### src/rtl/ring_scan_driver.sv
// ring_scan_driver: display scan stage fed by a 4-bit one-hot ring counter.
// Selects one of four hex digits from the ring phase, inserts dead-time
// blanking on each phase change, and blanks plus counts illegal ring codes.
module ring_scan_driver #(
    parameter int unsigned DEAD_CYCLES = 2,
    parameter int unsigned ERR_W       = 8
) (
    input  logic             clk,
    input  logic             reset,
    input  logic [3:0]       phase,
    input  logic [15:0]      digits,
    input  logic             err_clr,
    output logic [3:0]       an,
    output logic [6:0]       seg,
    output logic             fault,
    output logic [ERR_W-1:0] err_cnt
);

    localparam int unsigned PH_W   = 4;
    localparam int unsigned SEG_W  = 7;
    localparam int unsigned DCNT_W = 4;

    localparam logic [DCNT_W-1:0] DEAD_INIT = DCNT_W'(DEAD_CYCLES);
    localparam logic              NO_DEAD   = (DEAD_CYCLES == 0);
    localparam logic [ERR_W-1:0]  ERR_MAX   = {ERR_W{1'b1}};

    typedef enum logic [1:0] {
        ST_BLANK = 2'd0,
        ST_DEAD  = 2'd1,
        ST_DRIVE = 2'd2,
        ST_FAULT = 2'd3
    } state_e;

    state_e              state_q, state_d;
    logic [PH_W-1:0]     phase_q;
    logic [PH_W-1:0]     sel_q, sel_d;
    logic [DCNT_W-1:0]   dcnt_q, dcnt_d;
    logic [PH_W-1:0]     an_q, an_d;
    logic [SEG_W-1:0]    seg_q, seg_d;
    logic                fault_q, fault_d;
    logic [ERR_W-1:0]    err_q, err_d;
    logic                phase_legal;
    logic                fault_entry;

    // Exactly one bit set.
    function automatic logic is_onehot(input logic [PH_W-1:0] p);
        return (p != PH_W'(0)) && ((p & (p - PH_W'(1))) == PH_W'(0));
    endfunction

    // Hex digit to active-high segments {g,f,e,d,c,b,a}.
    function automatic logic [SEG_W-1:0] hex7(input logic [3:0] v);
        logic [SEG_W-1:0] s;
        case (v)
            4'h0:    s = 7'h3F;
            4'h1:    s = 7'h06;
            4'h2:    s = 7'h5B;
            4'h3:    s = 7'h4F;
            4'h4:    s = 7'h66;
            4'h5:    s = 7'h6D;
            4'h6:    s = 7'h7D;
            4'h7:    s = 7'h07;
            4'h8:    s = 7'h7F;
            4'h9:    s = 7'h6F;
            4'hA:    s = 7'h77;
            4'hB:    s = 7'h7C;
            4'hC:    s = 7'h39;
            4'hD:    s = 7'h5E;
            4'hE:    s = 7'h79;
            default: s = 7'h71;
        endcase
        return s;
    endfunction

    // Nibble of the digit word picked by a one-hot select.
    function automatic logic [3:0] pick_digit(input logic [PH_W-1:0] sel,
                                              input logic [15:0]     dig);
        logic [3:0] d;
        case (sel)
            4'b0001: d = dig[3:0];
            4'b0010: d = dig[7:4];
            4'b0100: d = dig[11:8];
            4'b1000: d = dig[15:12];
            default: d = 4'h0;
        endcase
        return d;
    endfunction

    assign phase_legal = is_onehot(phase_q);

    // Input register: the FSM only ever looks at the registered phase.
    always_ff @(posedge clk or negedge reset) begin
        if (!reset) begin
            phase_q <= '0;
        end else begin
            phase_q <= phase;
        end
    end

    // Next-state, dead-time counter and output decode.
    always_comb begin
        state_d     = state_q;
        sel_d       = sel_q;
        dcnt_d      = dcnt_q;
        an_d        = '0;
        seg_d       = '0;
        fault_d     = 1'b0;
        err_d       = err_q;
        fault_entry = 1'b0;

        case (state_q)
            ST_BLANK: begin
                if (phase_legal) begin
                    sel_d = phase_q;
                    if (NO_DEAD) begin
                        state_d = ST_DRIVE;
                    end else begin
                        state_d = ST_DEAD;
                        dcnt_d  = DEAD_INIT;
                    end
                end else if (phase_q != PH_W'(0)) begin
                    state_d = ST_FAULT;
                end
            end
            ST_DEAD: begin
                if (!phase_legal) begin
                    state_d = ST_FAULT;
                end else if (phase_q != sel_q) begin
                    // New phase mid-blanking: restart the dead time.
                    sel_d  = phase_q;
                    dcnt_d = DEAD_INIT;
                end else if (dcnt_q <= DCNT_W'(1)) begin
                    state_d = ST_DRIVE;
                    dcnt_d  = '0;
                end else begin
                    dcnt_d = dcnt_q - DCNT_W'(1);
                end
            end
            ST_DRIVE: begin
                if (!phase_legal) begin
                    state_d = ST_FAULT;
                end else if (phase_q != sel_q) begin
                    sel_d = phase_q;
                    if (!NO_DEAD) begin
                        state_d = ST_DEAD;
                        dcnt_d  = DEAD_INIT;
                    end
                end
            end
            ST_FAULT: begin
                if (phase_legal) begin
                    sel_d = phase_q;
                    if (NO_DEAD) begin
                        state_d = ST_DRIVE;
                    end else begin
                        state_d = ST_DEAD;
                        dcnt_d  = DEAD_INIT;
                    end
                end
            end
            default: begin
                state_d = ST_BLANK;
                sel_d   = '0;
                dcnt_d  = '0;
            end
        endcase

        if (state_d == ST_FAULT) begin
            dcnt_d = '0;
        end

        // Outputs follow the next state so they never lag the FSM.
        if (state_d == ST_DRIVE) begin
            an_d  = sel_d;
            seg_d = hex7(pick_digit(sel_d, digits));
        end
        fault_d = (state_d == ST_FAULT);

        // Count entries into FAULT only; clear has priority.
        fault_entry = (state_d == ST_FAULT) && (state_q != ST_FAULT);
        if (err_clr) begin
            err_d = '0;
        end else if (fault_entry && (err_q != ERR_MAX)) begin
            err_d = err_q + ERR_W'(1);
        end
    end

    // State, select, counter and registered outputs.
    always_ff @(posedge clk or negedge reset) begin
        if (!reset) begin
            state_q <= ST_BLANK;
            sel_q   <= '0;
            dcnt_q  <= '0;
            an_q    <= '0;
            seg_q   <= '0;
            fault_q <= 1'b0;
            err_q   <= '0;
        end else begin
            state_q <= state_d;
            sel_q   <= sel_d;
            dcnt_q  <= dcnt_d;
            an_q    <= an_d;
            seg_q   <= seg_d;
            fault_q <= fault_d;
            err_q   <= err_d;
        end
    end

    assign an      = an_q;
    assign seg     = seg_q;
    assign fault   = fault_q;
    assign err_cnt = err_q;

endmodule

### config.mk
export PLATFORM = sky130hd
export DESIGN_NAME = ring_scan_driver
export DESIGN_NICKNAME = d
export VERILOG_FILES = /design/src/rtl/ring_scan_driver.sv
export SDC_FILE = /design/constraint.sdc
export NUM_CORES = 1
export LEC_CHECK = 0
export ABC_AREA = 1
export CELL_PAD_IN_SITES_DETAIL_PLACEMENT = 0
export CELL_PAD_IN_SITES_GLOBAL_PLACEMENT = 2
export CORE_ASPECT_RATIO = 1.5
export CORE_MARGIN = 1.5
export CORE_UTILIZATION = 33
export DETAILED_ROUTE_END_ITERATION = 16
export PLACE_DENSITY = 0.92
export SYNTH_ARGS = -nofsm -noshare
export SYNTH_HDL_FRONTEND = slang
export SYNTH_SLANG_ARGS = --single-unit
### constraint.sdc
create_clock -name clk -period 4 [get_ports clk]
set_input_delay 0.8 -clock clk [delete_from_list [all_inputs] [get_ports clk]]
set_output_delay 0.8 -clock clk [all_outputs]
set_load 0.005 [all_outputs]
# Word-level counts from Yosys, hierarchy flattened

Memories as Yosys holds them, arrays and structs flattened.
Cells that the tools add are included.

$add $sub $neg: 3
$mul: 0
Div/mod/pow operators: 0
$lt $le $gt $ge: 1
Equality and inequality tests: 16
Shift operators: 0
Multiplexer cells: 27
Bitwise logic cells: 1
Reduce and logical (&&, ||, !) cells: 10

Operators by type and width:

| operator                                                                         | number |
|---|---|
| 4-bit 2-to-1 mux                                                                 | 12 |
| 2-bit 2-to-1 mux                                                                 | 8 |
| 8-bit 2-to-1 mux                                                                 | 2 |
| 4-bit one-hot mux with 4 select lines                                            | 1 |
| 4-bit one-hot mux with 3 select lines                                            | 1 |
| 3-bit inequality test, second input constant                                     | 3 |
| 8-bit by 1-bit adder with 8-bit output, second input constant                    | 1 |
| 2-bit equality test, second input constant                                       | 4 |
| 8-bit inequality test, second input constant                                     | 1 |
| 2-bit one-hot mux with 4 select lines                                            | 1 |
| 4-bit one-hot mux with 2 select lines                                            | 1 |
| 4-bit by 1-bit subtractor with 4-bit output, second input constant               | 2 |
| 7-bit 2-to-1 mux                                                                 | 1 |
| 4-bit bitwise AND                                                                | 1 |
| 4-bit by 1-bit equality test with 1-bit output, second input constant            | 1 |
| 4-bit by 2-bit equality test with 1-bit output, second input constant            | 1 |
| 4-bit by 3-bit equality test with 1-bit output, second input constant            | 1 |
| 4-bit equality test, second input constant                                       | 1 |
| 4-bit by 1-bit less-or-equal comparator with 1-bit output, second input constant | 1 |
| 4-bit zero test                                                                  | 1 |
| 4-bit inequality test                                                            | 1 |
| 4-bit AND reduction                                                              | 1 |
| 4-bit nonzero test                                                               | 1 |
| 2-bit OR reduction                                                               | 2 |
| other kinds (6)                                                                  | 8 |

Flip-flop bits (word level): 34
Bits in latches: 0
Memory bits (writable): 0
ROM bits: 112
Bits of input ports: 23
Output and inout bits: 20
Logic and storage cells: 67
Memories kept: 1

Memories:

| memory          | depth | bits a word | read ports | clocked after memory_dff | wr ports | RTL line | source |
|---|---|---|---|---|---|---|---|
| (no name shown) | 16    | 7           | 1          | 0                        | 0        | 53       | `case (v)` |

# Logic depth before layout (Yosys ltp)

Depth after elaboration: 11
Depth in mapped cells: 18
Depth with buffers taken out: 17

# Least setup slack after synthesis

Ideal clock, no wire load.

Path type: flip-flop to flip-flop
From: register phase_q[2]
To: register seg_q[3], in the netlist seg[3]
Setup time: 0.071 ns
Data arrival time: 2.119 ns
Data required time: 3.929 ns
Setup slack: 1.810 ns
Stages on the path, launching flop included: 18
Buffers on the path: 1
Period minus slack after synthesis: 2.190 ns
Path through: dfrtp_1 nor2_1 nand2_1 nand2_2 nand2_2 buf_8 a21oi_2 nor2_4 nand2_1 o21ai_1 nor2_2 inv_1 ha_1 inv_1 nand2_1 nand3_1 nand2_1 nor2_1

Word-level cells in the longest chain between the ends: 11
Elaborated cells on any way between the ends: 27
Those cells by class: 1 x add/sub; 6 x eq/ne; 15 x mux; 1 x bitwise; 3 x reduce/logical; 1 x memory

RTL lines:

| item                                        | RTL line      | source |
|---|---|---|
| start: declaration                          | 35            | `logic [PH_W-1:0] phase_q;` |
| start signal: assignment                    | 95            | `phase_q <= phase;` |
| 4-bit by 1-bit subtractor with 4-bit output | 47            | `return (p != PH_W'(0)) && ((p & (p - PH_W'(1))) == PH_W'(0));` |
| 4-bit bitwise AND                           | 47            |  |
| 4-bit zero test                             | 47            |  |
| 1-bit logical AND                           | 47            |  |
| 4-bit 2-to-1 mux, on equally long branches  | 112, 150, 139 |  |
| 4-bit one-hot mux with 2 select lines       | 110           | `case (state_q)` |
| 4-bit equality test (tied with other cells) | 78            | `case (sel)` |
| 4-bit one-hot mux with 4 select lines       | 78            |  |
| 4-bit 2-to-1 mux                            | 172           | `if (state_d == ST_DRIVE) begin` |
| memory read 16 x 7 bit                      | --            |  |
| 7-bit 2-to-1 mux *                          | 172           |  |
| named net seg_d[3]                          | 39            | `logic [SEG_W-1:0] seg_q, seg_d;` |
| end signal: assignment                      | 202           | `seg_q <= seg_d;` |
| end: declaration                            | 39            |  |

The timed path passes the listed nets; every way through them passes the cells marked *. The select of a mux whose other input is x is not followed.
A chain may end at the register's enable or synchronous reset.

# Final worst setup path

From: register phase_q[2]
To: register seg_q[3], in the netlist seg[3]

Word-level cells in the longest chain between the ends: 11
Elaborated cells on any way between the ends: 27
Those cells by class: 1 x add/sub; 6 x eq/ne; 15 x mux; 1 x bitwise; 3 x reduce/logical; 1 x memory

RTL lines:

| item                                        | RTL line      | source |
|---|---|---|
| 4-bit by 1-bit subtractor with 4-bit output | 47            |  |
| 4-bit bitwise AND                           | 47            |  |
| 4-bit zero test                             | 47            |  |
| 1-bit logical AND                           | 47            |  |
| 4-bit 2-to-1 mux, on equally long branches  | 112, 150, 139 |  |
| 4-bit one-hot mux with 2 select lines *     | 110           |  |
| named net sel_d[3]                          | 36            | `logic [PH_W-1:0] sel_q, sel_d;` |
| 4-bit equality test (tied with other cells) | 78            |  |
| 4-bit one-hot mux with 4 select lines *     | 78            |  |
| 4-bit 2-to-1 mux *                          | 172           |  |
| memory read 16 x 7 bit *                    | --            |  |
| 7-bit 2-to-1 mux *                          | 172           |  |
| named net seg_d[3]                          | 39            |  |

Marked as above.

==> qor.txt <==
Tcrit/Tclk final = 0.6487
Arrival @ worst endpoint = 2.83 ns
Post-synthesis adder-cell area fraction = 0.07841
Port Buffers = 42
Die extent in x = 72.54 µm
Crit end category = flip-flop
Largest family of logic cells by synthesized area = simple AND/OR/NAND/NOR gates
CP peak stage delay = 0.42 ns
Commonest non-fill, non-tap cells in the layout = nand2_1, clkdlybuf4s50_1, nor2_1
Initial antenna violation count = 0
Via density = 4.801
WHS Path Cells = 2
Initial Util = 0.3447
Worst EP required = 4.23 ns
Drt drc = 0
Synthesized-area fraction occupied by and/or/nand/nor cells = 0.4072
Total power = 0.001551 W
Chip Height = 107.3 µm
Clk sinks = 34
CP Cell Sequence = nor2_1 > nand2_1 > nand2_2 > nand2_1 > nand2_2 > nor2_8 > nand3_1 > o21ai_1 > nor2_2 > inv_1 > ha_1 > inv_1 > nand2_1 > nand3_1 > nand2_1 > nor2_1
GP Congestion = 0.7896
DR vias = 2079
Post-CTS Setup Repair Bufs = 0
Global route total overflow = 0
Routed WL = 5368 µm
Initial detailed-routing violation count = 45
Syn_area_per_cell = 7.822 µm²
Pwr/cell area = 517.9 mW/mm²
Setup Viol. Count Final = 0
Slew Limit Fails = 0
TritonCTS clock tree = built
# diodes = 0
Mux contribution to synthesized area = 0
Seq/Total Area, Yosys = 0.3555
Worst-skew pair later-pin latency = 0.29 ns
Synth Area in Compound Gates = 0.06116
Fmax = 385.4 MHz
Setup_tns = 0 ns
Setup Skew = 0.007426 ns
CORE AREA = 0.006944 mm²
Num CTS Buffers = 5
Syn Nets = 344
CTS Buffer Depth = 2
Area growth from synthesis to layout = 25.14%
Final Hold Viols = 0
Post-Synthesis Cells = 306
Sequential share of power = 0.305
Post-Syn Area = 0.002394 mm²
Number of global-route vias before repair = 2036
Clock power share = 0.176
CP max-delay cell = dfrtp_1
DP HPWL = 4212 µm
Synth Register Bits = 34
Int Power = 0.0008652 W
Root buffer cell = clkbuf_8
Sw Pwr = 0.0006861 W
Die area = 0.007783 mm²
Worst hold path type = flip-flop to flip-flop
I/O Pins = 43
Logic pwr share = 0.519
Post-cts resize count = 0
Outcome = completed
Crit path kind = flip-flop to flip-flop
CTS H-tree lvls = 2
Worst slew margin = 0.6961
R2r setup slk = 1.41 ns
Final min period = 2.595 ns
Layout cells sized above 1 = 0.1718
Drt wl/cell = 12.40 µm
Max cap viols = 0
Crit-path most repeated cell = nand2_1
Tightest Pin Transition = 0.4558 ns
# fillers = 703
Synth Area in XOR/XNOR = 0.02927
GRT Resource Usage Total = 0.1481
First-pass GRT wire length = 8901 µm
VDD IR max = 0.2662 mV
Sw Share = 0.4423
Type of origin of the critical path = flip-flop
R2R depth = 16
Commonest non-fill, non-tap cell in the layout = nand2_1
Cts hold-fix bufs = 0
Yosys warns = 0
Std cell rows = 37
Nets = 392
Synth unique cells = 29
P_leak = 1.477 nW
Crit path max fanout = 12
DRT antenna net count = 0
Largest net degree at the start of global routing = 35
Unrepaired setup endpoints after global routing = no
First-pass detailed-route iteration total = 6
Clock transition at path regs = 0.08 ns
## metal layers
| metal | track usage | vias to the layer above | share of wire | routed length (µm) |
|---|---|---|---|---|
| met5 | 0 | - | 0 | 0 |
| met4 | 0.06604 | 0 | 0.019 | 104 |
| met3 | 0.02715 | 6 | 0.037 | 197 |
| met2 | 0.2837 | 49 | 0.55 | 2961 |
| met1 | 0.1498 | 959 | 0.39 | 2105 |
| li1 | - | 1065 | - | - |
## cell families after synthesis
| logic type | after synthesis |
|---|---|
| and+or+nand+nor | 185 |
| xor gates and xnor gates | 8 |
| AOI/OAI and AO/OA | 24 |
| DFF | 34 |
| adders and majority gates | 15 |
| buffers and inverters | 40 |
## power by group through the flow
stage	Clock [W]	Sequential, W	Combinational (W)
finish	0.000273	0.000473	0.000806
global route	0.000300	0.000481	0.000901
CTS	0.000285	0.000473	0.000822
detailed placement	0	0.000479	0.000816
global placement	0	0.000479	0.000818
floorplan	0	0.000473	0.000576
## per-stage QoR
stage	worst slack, ns	cell area (µm²)	utilization	instances	hold WS [ns]
after floorplan	1.810	2394	-	306	0.4647
after global placement	1.462	2900	0.4177	425	0.4961
after detailed placement	1.388	2900	0.4177	425	0.5058
after CTS	1.380	2995	0.4314	433	0.5247
after global routing	1.193	2995	0.4314	433	0.5558
final	1.405	2995	0.4314	433	0.5194
## final timing paths
path	startpoint	to
max in group asynchronous	reset	sel_q[2]$_DFF_PN0_
worst min-delay path	dcnt_q[1]$_DFFE_PN0P_	dcnt_q[1]$_DFFE_PN0P_
worst max register to register	phase_q[2]$_DFF_PN0_	seg[3]$_DFF_PN0_
worst max-delay path	phase_q[2]$_DFF_PN0_	seg[3]$_DFF_PN0_
worst min register to register	dcnt_q[1]$_DFFE_PN0P_	dcnt_q[1]$_DFFE_PN0P_
min in group asynchronous	reset	err_cnt[7]$_DFFE_PN0P_
## critical path, delay by kind of cell (launching register included)
| family | cells | cell delay [ns] |
|---|---|---|
| fa+ha+maj | 1 | 0.24 |
| compound gates | 1 | 0.09 |
| simple gates | 12 | 1.58 |
| flops | 1 | 0.42 |
| buf+inv | 2 | 0.20 |
## synth_stat cells
master    count  area share
xor2_1        8       0.029
nor2_1       38       0.060
nand3_2       3       0.013
o21ai_1       8       0.017
a21oi_1       6       0.013
nand3_1      32       0.067
o21ai_0       2      0.0042
nor2_2        5       0.013
inv_4         1      0.0026
clkbuf_1      1      0.0016
o21ai_2       1      0.0037
nor2_8        3       0.025
a21oi_2       3       0.011
buf_8         1      0.0063
dfrtp_1      34        0.36
a31oi_1       2      0.0052
nand2_1      67        0.11
inv_2         7       0.011
nor2_4        5       0.024
nor3_1        2      0.0042
nand2_4       9       0.042
a21boi_2      1      0.0047
clkinv_1      2      0.0031
ha_1         15       0.078
nand2_2      13       0.034
nand4_1       7       0.018
o211ai_1      1      0.0031
inv_1        28       0.044
or2_2         1      0.0026
## sequential cells by signal, summed over array words and instances, names as in the netlist
name and count:
dcnt_q 4, phase_q 4, seg 7, err_cnt 8, sel_q 4, state_q 2, fault 1, an 4
## cell type report
type	count	area (µm²)	share of cell area
timing repair buffer	43	427.9	0.1429
inverter	38	145.1	0.04845
clock inverter	2	12.51	0.004177
sequential	34	850.8	0.2840
clock buffer	6	82.58	0.02757
multi-input combinational	232	1379	0.4603
tap	78	97.59	0.03258
Power figures use the tool's default switching activity.
